## src/rtl/rx_frame_parse_uart1.sv

```systemverilog
// UART1 pulse-measurement frame decoder: hunts the header, checks the info word and
// unpacks fixed-size index/width/period records with per-frame error reporting.
module rx_frame_parse_uart1 #(
    parameter logic [31:0] HEAD      = 32'h7FFF7FFF,
    parameter int          NUM_PULSE = 12,
    parameter logic [15:0] TIMEOUT   = 16'd50000
) (
    input  logic        clk,
    input  logic        rst,
    input  logic        ena,
    input  logic        rx_valid,
    input  logic [7:0]  rx_data,
    output logic        rec_valid,
    output logic [4:0]  rec_index,
    output logic [23:0] rec_width,
    output logic [31:0] rec_period,
    output logic [15:0] version,
    output logic [15:0] num_pulse,
    output logic        frame_done,
    output logic        frame_err,
    output logic [1:0]  err_code,
    output logic [15:0] frame_cnt,
    output logic [15:0] err_cnt
);

    localparam logic [15:0] NUM_W    = 16'(NUM_PULSE);
    localparam logic [7:0]  LAST_REC = 8'(NUM_PULSE - 1);

    localparam logic [1:0] ERR_COUNT   = 2'd1;
    localparam logic [1:0] ERR_INDEX   = 2'd2;
    localparam logic [1:0] ERR_TIMEOUT = 2'd3;

    typedef enum logic [1:0] {
        HUNT = 2'd0,
        INFO = 2'd1,
        REC  = 2'd2
    } state_t;

    state_t      state_q, state_d;
    // Only the three most recent bytes are needed; the fourth is the incoming rx_data.
    logic [23:0] win_q, win_d;
    logic [2:0]  byte_cnt_q, byte_cnt_d;
    logic [7:0]  rec_cnt_q, rec_cnt_d;
    logic [15:0] tmo_q, tmo_d;
    logic [47:0] sh_q, sh_d;

    logic        rec_valid_q, rec_valid_d;
    logic [4:0]  rec_index_q, rec_index_d;
    logic [23:0] rec_width_q, rec_width_d;
    logic [31:0] rec_period_q, rec_period_d;
    logic [15:0] version_q, version_d;
    logic [15:0] num_pulse_q, num_pulse_d;
    logic        frame_done_q, frame_done_d;
    logic        frame_err_q, frame_err_d;
    logic [1:0]  err_code_q, err_code_d;
    logic [15:0] frame_cnt_q, frame_cnt_d;
    logic [15:0] err_cnt_q, err_cnt_d;

    logic        abort;
    logic [1:0]  abort_code;
    logic [31:0] info_word;

    always_ff @(posedge clk or negedge rst) begin
        if (!rst) begin
            state_q      <= HUNT;
            win_q        <= '0;
            byte_cnt_q   <= '0;
            rec_cnt_q    <= '0;
            tmo_q        <= '0;
            sh_q         <= '0;
            rec_valid_q  <= 1'b0;
            rec_index_q  <= '0;
            rec_width_q  <= '0;
            rec_period_q <= '0;
            version_q    <= '0;
            num_pulse_q  <= '0;
            frame_done_q <= 1'b0;
            frame_err_q  <= 1'b0;
            err_code_q   <= '0;
            frame_cnt_q  <= '0;
            err_cnt_q    <= '0;
        end else begin
            state_q      <= state_d;
            win_q        <= win_d;
            byte_cnt_q   <= byte_cnt_d;
            rec_cnt_q    <= rec_cnt_d;
            tmo_q        <= tmo_d;
            sh_q         <= sh_d;
            rec_valid_q  <= rec_valid_d;
            rec_index_q  <= rec_index_d;
            rec_width_q  <= rec_width_d;
            rec_period_q <= rec_period_d;
            version_q    <= version_d;
            num_pulse_q  <= num_pulse_d;
            frame_done_q <= frame_done_d;
            frame_err_q  <= frame_err_d;
            err_code_q   <= err_code_d;
            frame_cnt_q  <= frame_cnt_d;
            err_cnt_q    <= err_cnt_d;
        end
    end

    always_comb begin
        state_d      = state_q;
        win_d        = win_q;
        byte_cnt_d   = byte_cnt_q;
        rec_cnt_d    = rec_cnt_q;
        tmo_d        = tmo_q;
        sh_d         = sh_q;
        rec_valid_d  = 1'b0;
        rec_index_d  = rec_index_q;
        rec_width_d  = rec_width_q;
        rec_period_d = rec_period_q;
        version_d    = version_q;
        num_pulse_d  = num_pulse_q;
        frame_done_d = 1'b0;
        frame_err_d  = 1'b0;
        err_code_d   = err_code_q;
        frame_cnt_d  = frame_cnt_q;
        err_cnt_d    = err_cnt_q;
        abort        = 1'b0;
        abort_code   = 2'd0;
        // Info bytes 0..2 sit in the top of the shifter when byte 3 arrives.
        info_word    = {rx_data, sh_q[47:24]};

        if (!ena) begin
            state_d    = HUNT;
            win_d      = '0;
            byte_cnt_d = '0;
            rec_cnt_d  = '0;
        end else begin
            case (state_q)
                HUNT: begin
                    if (rx_valid) begin
                        if ({rx_data, win_q} == HEAD) begin
                            state_d    = INFO;
                            win_d      = '0;
                            byte_cnt_d = '0;
                            tmo_d      = TIMEOUT;
                        end else begin
                            win_d = {rx_data, win_q[23:8]};
                        end
                    end
                end
                INFO: begin
                    if (rx_valid) begin
                        tmo_d      = TIMEOUT;
                        sh_d       = {rx_data, sh_q[47:8]};
                        byte_cnt_d = byte_cnt_q + 3'd1;
                        if (byte_cnt_q == 3'd3) begin
                            version_d   = info_word[15:0];
                            num_pulse_d = info_word[31:16];
                            byte_cnt_d  = '0;
                            rec_cnt_d   = '0;
                            if (info_word[31:16] != NUM_W) begin
                                abort      = 1'b1;
                                abort_code = ERR_COUNT;
                            end else begin
                                state_d = REC;
                            end
                        end
                    end else if (tmo_q == 16'd0) begin
                        abort      = 1'b1;
                        abort_code = ERR_TIMEOUT;
                    end else begin
                        tmo_d = tmo_q - 16'd1;
                    end
                end
                REC: begin
                    if (rx_valid) begin
                        tmo_d      = TIMEOUT;
                        byte_cnt_d = byte_cnt_q + 3'd1;
                        // Byte 0 is only checked; bytes 1..6 shift in, byte 7 completes the record.
                        if (byte_cnt_q == 3'd0) begin
                            if (rx_data != rec_cnt_q) begin
                                abort      = 1'b1;
                                abort_code = ERR_INDEX;
                            end
                        end else if (byte_cnt_q == 3'd7) begin
                            rec_valid_d  = 1'b1;
                            rec_index_d  = rec_cnt_q[4:0];
                            rec_width_d  = sh_q[23:0];
                            rec_period_d = {rx_data, sh_q[47:24]};
                            if (rec_cnt_q == LAST_REC) begin
                                frame_done_d = 1'b1;
                                if (frame_cnt_q != 16'hFFFF) begin
                                    frame_cnt_d = frame_cnt_q + 16'd1;
                                end
                                state_d    = HUNT;
                                win_d      = '0;
                                byte_cnt_d = '0;
                                rec_cnt_d  = '0;
                            end else begin
                                rec_cnt_d = rec_cnt_q + 8'd1;
                            end
                        end else begin
                            sh_d = {rx_data, sh_q[47:8]};
                        end
                    end else if (tmo_q == 16'd0) begin
                        abort      = 1'b1;
                        abort_code = ERR_TIMEOUT;
                    end else begin
                        tmo_d = tmo_q - 16'd1;
                    end
                end
                default: begin
                    state_d = HUNT;
                    win_d   = '0;
                end
            endcase
        end

        if (abort) begin
            frame_err_d = 1'b1;
            err_code_d  = abort_code;
            if (err_cnt_q != 16'hFFFF) begin
                err_cnt_d = err_cnt_q + 16'd1;
            end
            state_d    = HUNT;
            win_d      = '0;
            byte_cnt_d = '0;
            rec_cnt_d  = '0;
        end
    end

    assign rec_valid  = rec_valid_q;
    assign rec_index  = rec_index_q;
    assign rec_width  = rec_width_q;
    assign rec_period = rec_period_q;
    assign version    = version_q;
    assign num_pulse  = num_pulse_q;
    assign frame_done = frame_done_q;
    assign frame_err  = frame_err_q;
    assign err_code   = err_code_q;
    assign frame_cnt  = frame_cnt_q;
    assign err_cnt    = err_cnt_q;

endmodule
```

## config.mk

```make
export PLATFORM = sky130hd
export DESIGN_NAME = rx_frame_parse_uart1
export DESIGN_NICKNAME = d
export VERILOG_FILES = /design/src/rtl/rx_frame_parse_uart1.sv
export SDC_FILE = /design/constraint.sdc
export NUM_CORES = 1
export LEC_CHECK = 0
export CAP_MARGIN = 25
export CELL_PAD_IN_SITES_DETAIL_PLACEMENT = 0
export CELL_PAD_IN_SITES_GLOBAL_PLACEMENT = 1
export CORE_UTILIZATION = 45
export CTS_BUF_LIST = sky130_fd_sc_hd__clkbuf_8
export CTS_CLUSTER_DIAMETER = 30
export DETAILED_ROUTE_END_ITERATION = 8
export GPL_TIMING_DRIVEN = 0
export PLACE_DENSITY_LB_ADDON = 0.1
export SLEW_MARGIN = 15
export SYNTH_ARGS = -nofsm -noshare
export SYNTH_HDL_FRONTEND = slang
export SYNTH_SLANG_ARGS = --single-unit
```

## constraint.sdc

```tcl
create_clock -name clk -period 7.3 [get_ports clk]
set_input_delay 1.46 -clock clk [delete_from_list [all_inputs] [get_ports clk]]
set_output_delay 1.46 -clock clk [all_outputs]
set_load 0.005 [all_outputs]
```

==> results.txt, run 1 <==
Number of core rows - 54
Category of the worst setup path capture point - flip-flop
Run status - completed
Post-synthesis sequential area ratio - 0.581
Layout cell share with drive strength beyond 1 - 0.183
Main flop type after synthesis - sky130_fd_sc_hd__dfrtp_1
Slack of the worst reg-to-reg path - 4250 ps
Normalized max-slew margin - 0.491
Cell area after technology mapping - 9940 µm²
Top cells by area, synth - sky130_fd_sc_hd__dfrtp_1, sky130_fd_sc_hd__mux2_2, sky130_fd_sc_hd__nand2_1
Post-detail-place hpwl - 15800 µm
Sequential cell area - 5780 µm²
Count of synthesis-stage warnings from yosys - 0
Portion of the clock cycle consumed by the worst path in the final layout - 0.531
Number of distinct library cells after synthesis - 59
Post-CTS Hold Fix Bufs - 0
Setup Buffers After CTS - 0
Final weighted congestion of routability-driven global placement - 0.804
Pwr dens - 233 nW/µm²
DRC violations left - 0
Number of global-route vias before repair - 7105
Final #Nets - 1097
Number of max-cap violations - 0
Count of antenna-violating nets left after detailed routing - 0
Relative area change from synthesis to final layout - 30.4%
DRT Pass-1 Iters - 5
Static power due to leakage - 6.07 nW
Bufs on Longest Clock Path - 3
Post-layout min period - 3880 ps
Die width - 151 µm
Post-Syn Nets - 901
Pre-CTS setup slack - 2830 ps
Count of vias placed by the detailed router - 7149
Number of inserted diodes - 0
Clock tree from TritonCTS - done
Type of the worst setup path - primary input to flip-flop
Pin count of the biggest net entering global routing - 103
Count of endpoints failing setup in the final report - 0
GRT overflow - 0
Number of clock sinks - 231
Worst Path Arrival - 4300 ps
Post-synthesis area per instance - 11.4 µm²
Peak clock frequency supported by timing - 258 MHz
Biggest fanout along the worst timing path - 10
Top-area cell type share of the netlist area - 0.581
Post-Syn Instances - 874
CTS root buffer - sky130_fd_sc_hd__clkbuf_8
Total Die Area - 22700 µm²
Number of slew-limit violations in the final report - 0
Floorplan die height - 151 µm
Worst Setup Start Kind - primary input
Multi-input gate area in the final layout - 3930 µm²
Number of vias per cell - 5.14
Routed length per instance - 16.7 µm
I/O Buffers - 141
Number of antenna violations at the first check in global routing - 0
Total clock buffers created by CTS - 50
Starting Density - 0.457
CP required - 7730 ps
Clock latency on the worst-skew pair - 550 ps
Share of synthesized flip-flops with an asynchronous set or reset - 1.00
Total of flip-flops plus latches after synthesis - 231
Buf/Inv on CP - 1
Clock transition at the registers of the reported paths - 60 ps
Overall power of the completed layout - 0.00302 W
Count of cells resized by post-cts repair - 0
Wire length of the first global-routing pass - 37900 µm
Transition time at the pin with the least slew margin - 754 ps
Worst-case clock skew - 17.1 ps
Cell accounting for the most synthesized area - sky130_fd_sc_hd__dfrtp_1
Floorplan core area - 21800 µm²
RSZ-0062 raised after global routing - false
Crit path largest cell delay - 740 ps
H-tree level count - 2
Slowest cell on the critical path - sky130_fd_sc_hd__clkdlybuf4s50_1
Global Route Usage Sum - 0.214
Fillcell total - 1896
Cell with the most instances on the worst path - sky130_fd_sc_hd__nor4_4
Number of flops mapped to enable cells by yosys - 0
Largest voltage drop on the vdd net - 156 µV
Worst Hold Class - flip-flop to flip-flop
Final hold violations - 0
Largest delay contributor family on the critical path - simple AND/OR/NAND/NOR gates
Setup slack of the critical path after layout - 3420 ps
# IOs - 142
Final wirelength - 23200 µm
Number of violations reported at the end of detailed-routing iteration 0 - 256
Sequence of cells on the critical path - clkdlybuf4s50_1 -> nand4_2 -> nor4_4 -> a21boi_2 -> nor4_4 -> nand2_2 -> o31a_1 -> a311o_1
-- per-stage QoR --
stage	instances	hold slack, ps	TNS (ps)	instance area [µm²]	util
after floorplan	874	435	0	9940	-
after global placement	1295	452	-1228860	11700	0.538
after detailed placement	1298	458	0	11800	0.541
after CTS	1390	463	0	13000	0.596
after global routing	1390	491	0	13000	0.596
final	1390	450	0	13000	0.596
-- state kept, by name (all words and copies together), names as in the netlist --
| name | cells |
|---|---|
| byte_cnt_q | 3 |
| frame_done | 1 |
| frame_err | 1 |
| num_pulse | 16 |
| rec_width | 24 |
| rec_valid | 1 |
| state_q | 2 |
| err_code | 2 |
| frame_cnt | 16 |
| win_q | 24 |
| tmo_q | 16 |
| rec_cnt_q | 8 |
| rec_index | 5 |
| err_cnt | 16 |
| sh_q | 48 |
| rec_period | 32 |
| version | 16 |
-- cell usage after synthesis (all sizes together), types with 3 or more instances --
cell type / number
a31oi: 4
o22ai: 3
nor2: 27
and3: 7
nand4: 27
mux2: 103
a21oi: 29
nor4: 9
and2: 4
xnor2: 34
o21ai: 15
nand3: 53
dfrtp: 231
nor2b: 4
o31ai: 6
a211oi: 3
clkbuf: 30
and4: 3
nand2: 173
ha: 15
or3: 5
buf: 12
inv: 19
nand2b: 6
xor2: 11
nor3: 7
nor4b: 4
-- tightest hold or removal path, cell delays in order (launching register included) --
cell                      delay [ps]
sky130_fd_sc_hd__dfrtp_1         330
sky130_fd_sc_hd__nand2_1          50
sky130_fd_sc_hd__nand2_1          50
-- worst paths after layout --
path	startpoint	to	cells past startpoint
setup / recovery	rx_data[1]	tmo_q[4]	8
hold / removal	sh_q[0]	rec_width[0]	2
setup reg to reg	byte_cnt_q[0]	frame_cnt[5]	11
hold reg to reg	sh_q[0]	rec_width[0]	2
max in group asynchronous	rst	win_q[12]	2
min in group asynchronous	rst	rec_width[5]	1
-- power breakdown --
part           internal [W]  total (W)  leakage, nW  switching (W)
registers           0.00129    0.00130         3.19      0.0000102
clock network       0.00106    0.00164        0.655       0.000581
logic             0.0000244  0.0000757         2.22      0.0000513
total               0.00237    0.00302         6.07       0.000643
-- cells in the final DEF, fill, tap and decap left out, types with 10 or more instances in the layout --
cell,synthesis,layout
sky130_fd_sc_hd__a21oi_1,29,29
sky130_fd_sc_hd__nand2_1,172,172
sky130_fd_sc_hd__clkdlybuf4s50_1,0,140
sky130_fd_sc_hd__clkbuf_1,30,30
sky130_fd_sc_hd__ha_1,15,15
sky130_fd_sc_hd__nand4_1,26,26
sky130_fd_sc_hd__mux2_2,100,100
sky130_fd_sc_hd__clkinv_2,0,10
sky130_fd_sc_hd__nand3_1,53,53
sky130_fd_sc_hd__dfrtp_1,231,231
sky130_fd_sc_hd__clkbuf_8,0,59
sky130_fd_sc_hd__xnor2_1,34,34
sky130_fd_sc_hd__xor2_1,11,11
sky130_fd_sc_hd__inv_1,19,30
sky130_fd_sc_hd__nor2_1,27,27
-- routing by layer --
layer  track usage  wire length [µm]  up-vias
li1              -                 -     3426
met1         0.305             10900     3531
met2         0.330             10900      165
met3        0.0427              1070       27
met4        0.0600               331        0
met5             0                 0        -
-- cell type report --
class | instances | area share
clock buffers | 59 | 0.0626
plain buffers | 42 | 0.0126
clock inverters | 33 | 0.0299
well taps | 280 | 0.0270
inverters | 19 | 0.00550
flip-flops and latches | 231 | 0.446
repair buffers | 144 | 0.114
multi-input cells | 582 | 0.303
-- kinds of logic (layout without fill, tap and decap cells) --
group,count (synthesis),after routing,share of synthesized area
adder cells (fa/ha/maj),15,15,0.0189
flip-flops,231,231,0.581
multiplexers,105,105,0.119
AND/OR/NAND/NOR,338,338,0.166
buffers and inverters,61,297,0.0237
XOR/XNOR,45,45,0.0396
AO/OA/AOI/OAI,79,79,0.0521
No activity file was read; power rests on OpenSTA's default activity.
==> run 2, diff against run 1 <==
- clock period: 7.3 -> 3.78 ns (I/O delays scaled with it)
==> results of run 2 <==
The final DEF is identical to that of run 1. Status: completed.
Among the figures that moved: setup slack after placement 2830 ps -> 17.1 ps; clock-pin slew on the worst setup and hold paths 60 ps -> 50 ps; setup slack after layout 3420 ps -> 608 ps; hold slack 450 ps -> 66.8 ps; register-to-register setup slack 4250 ps -> 730 ps; total power 0.00302 W -> 0.00583 W; worst IR drop on VDD 156 µV -> 302 µV
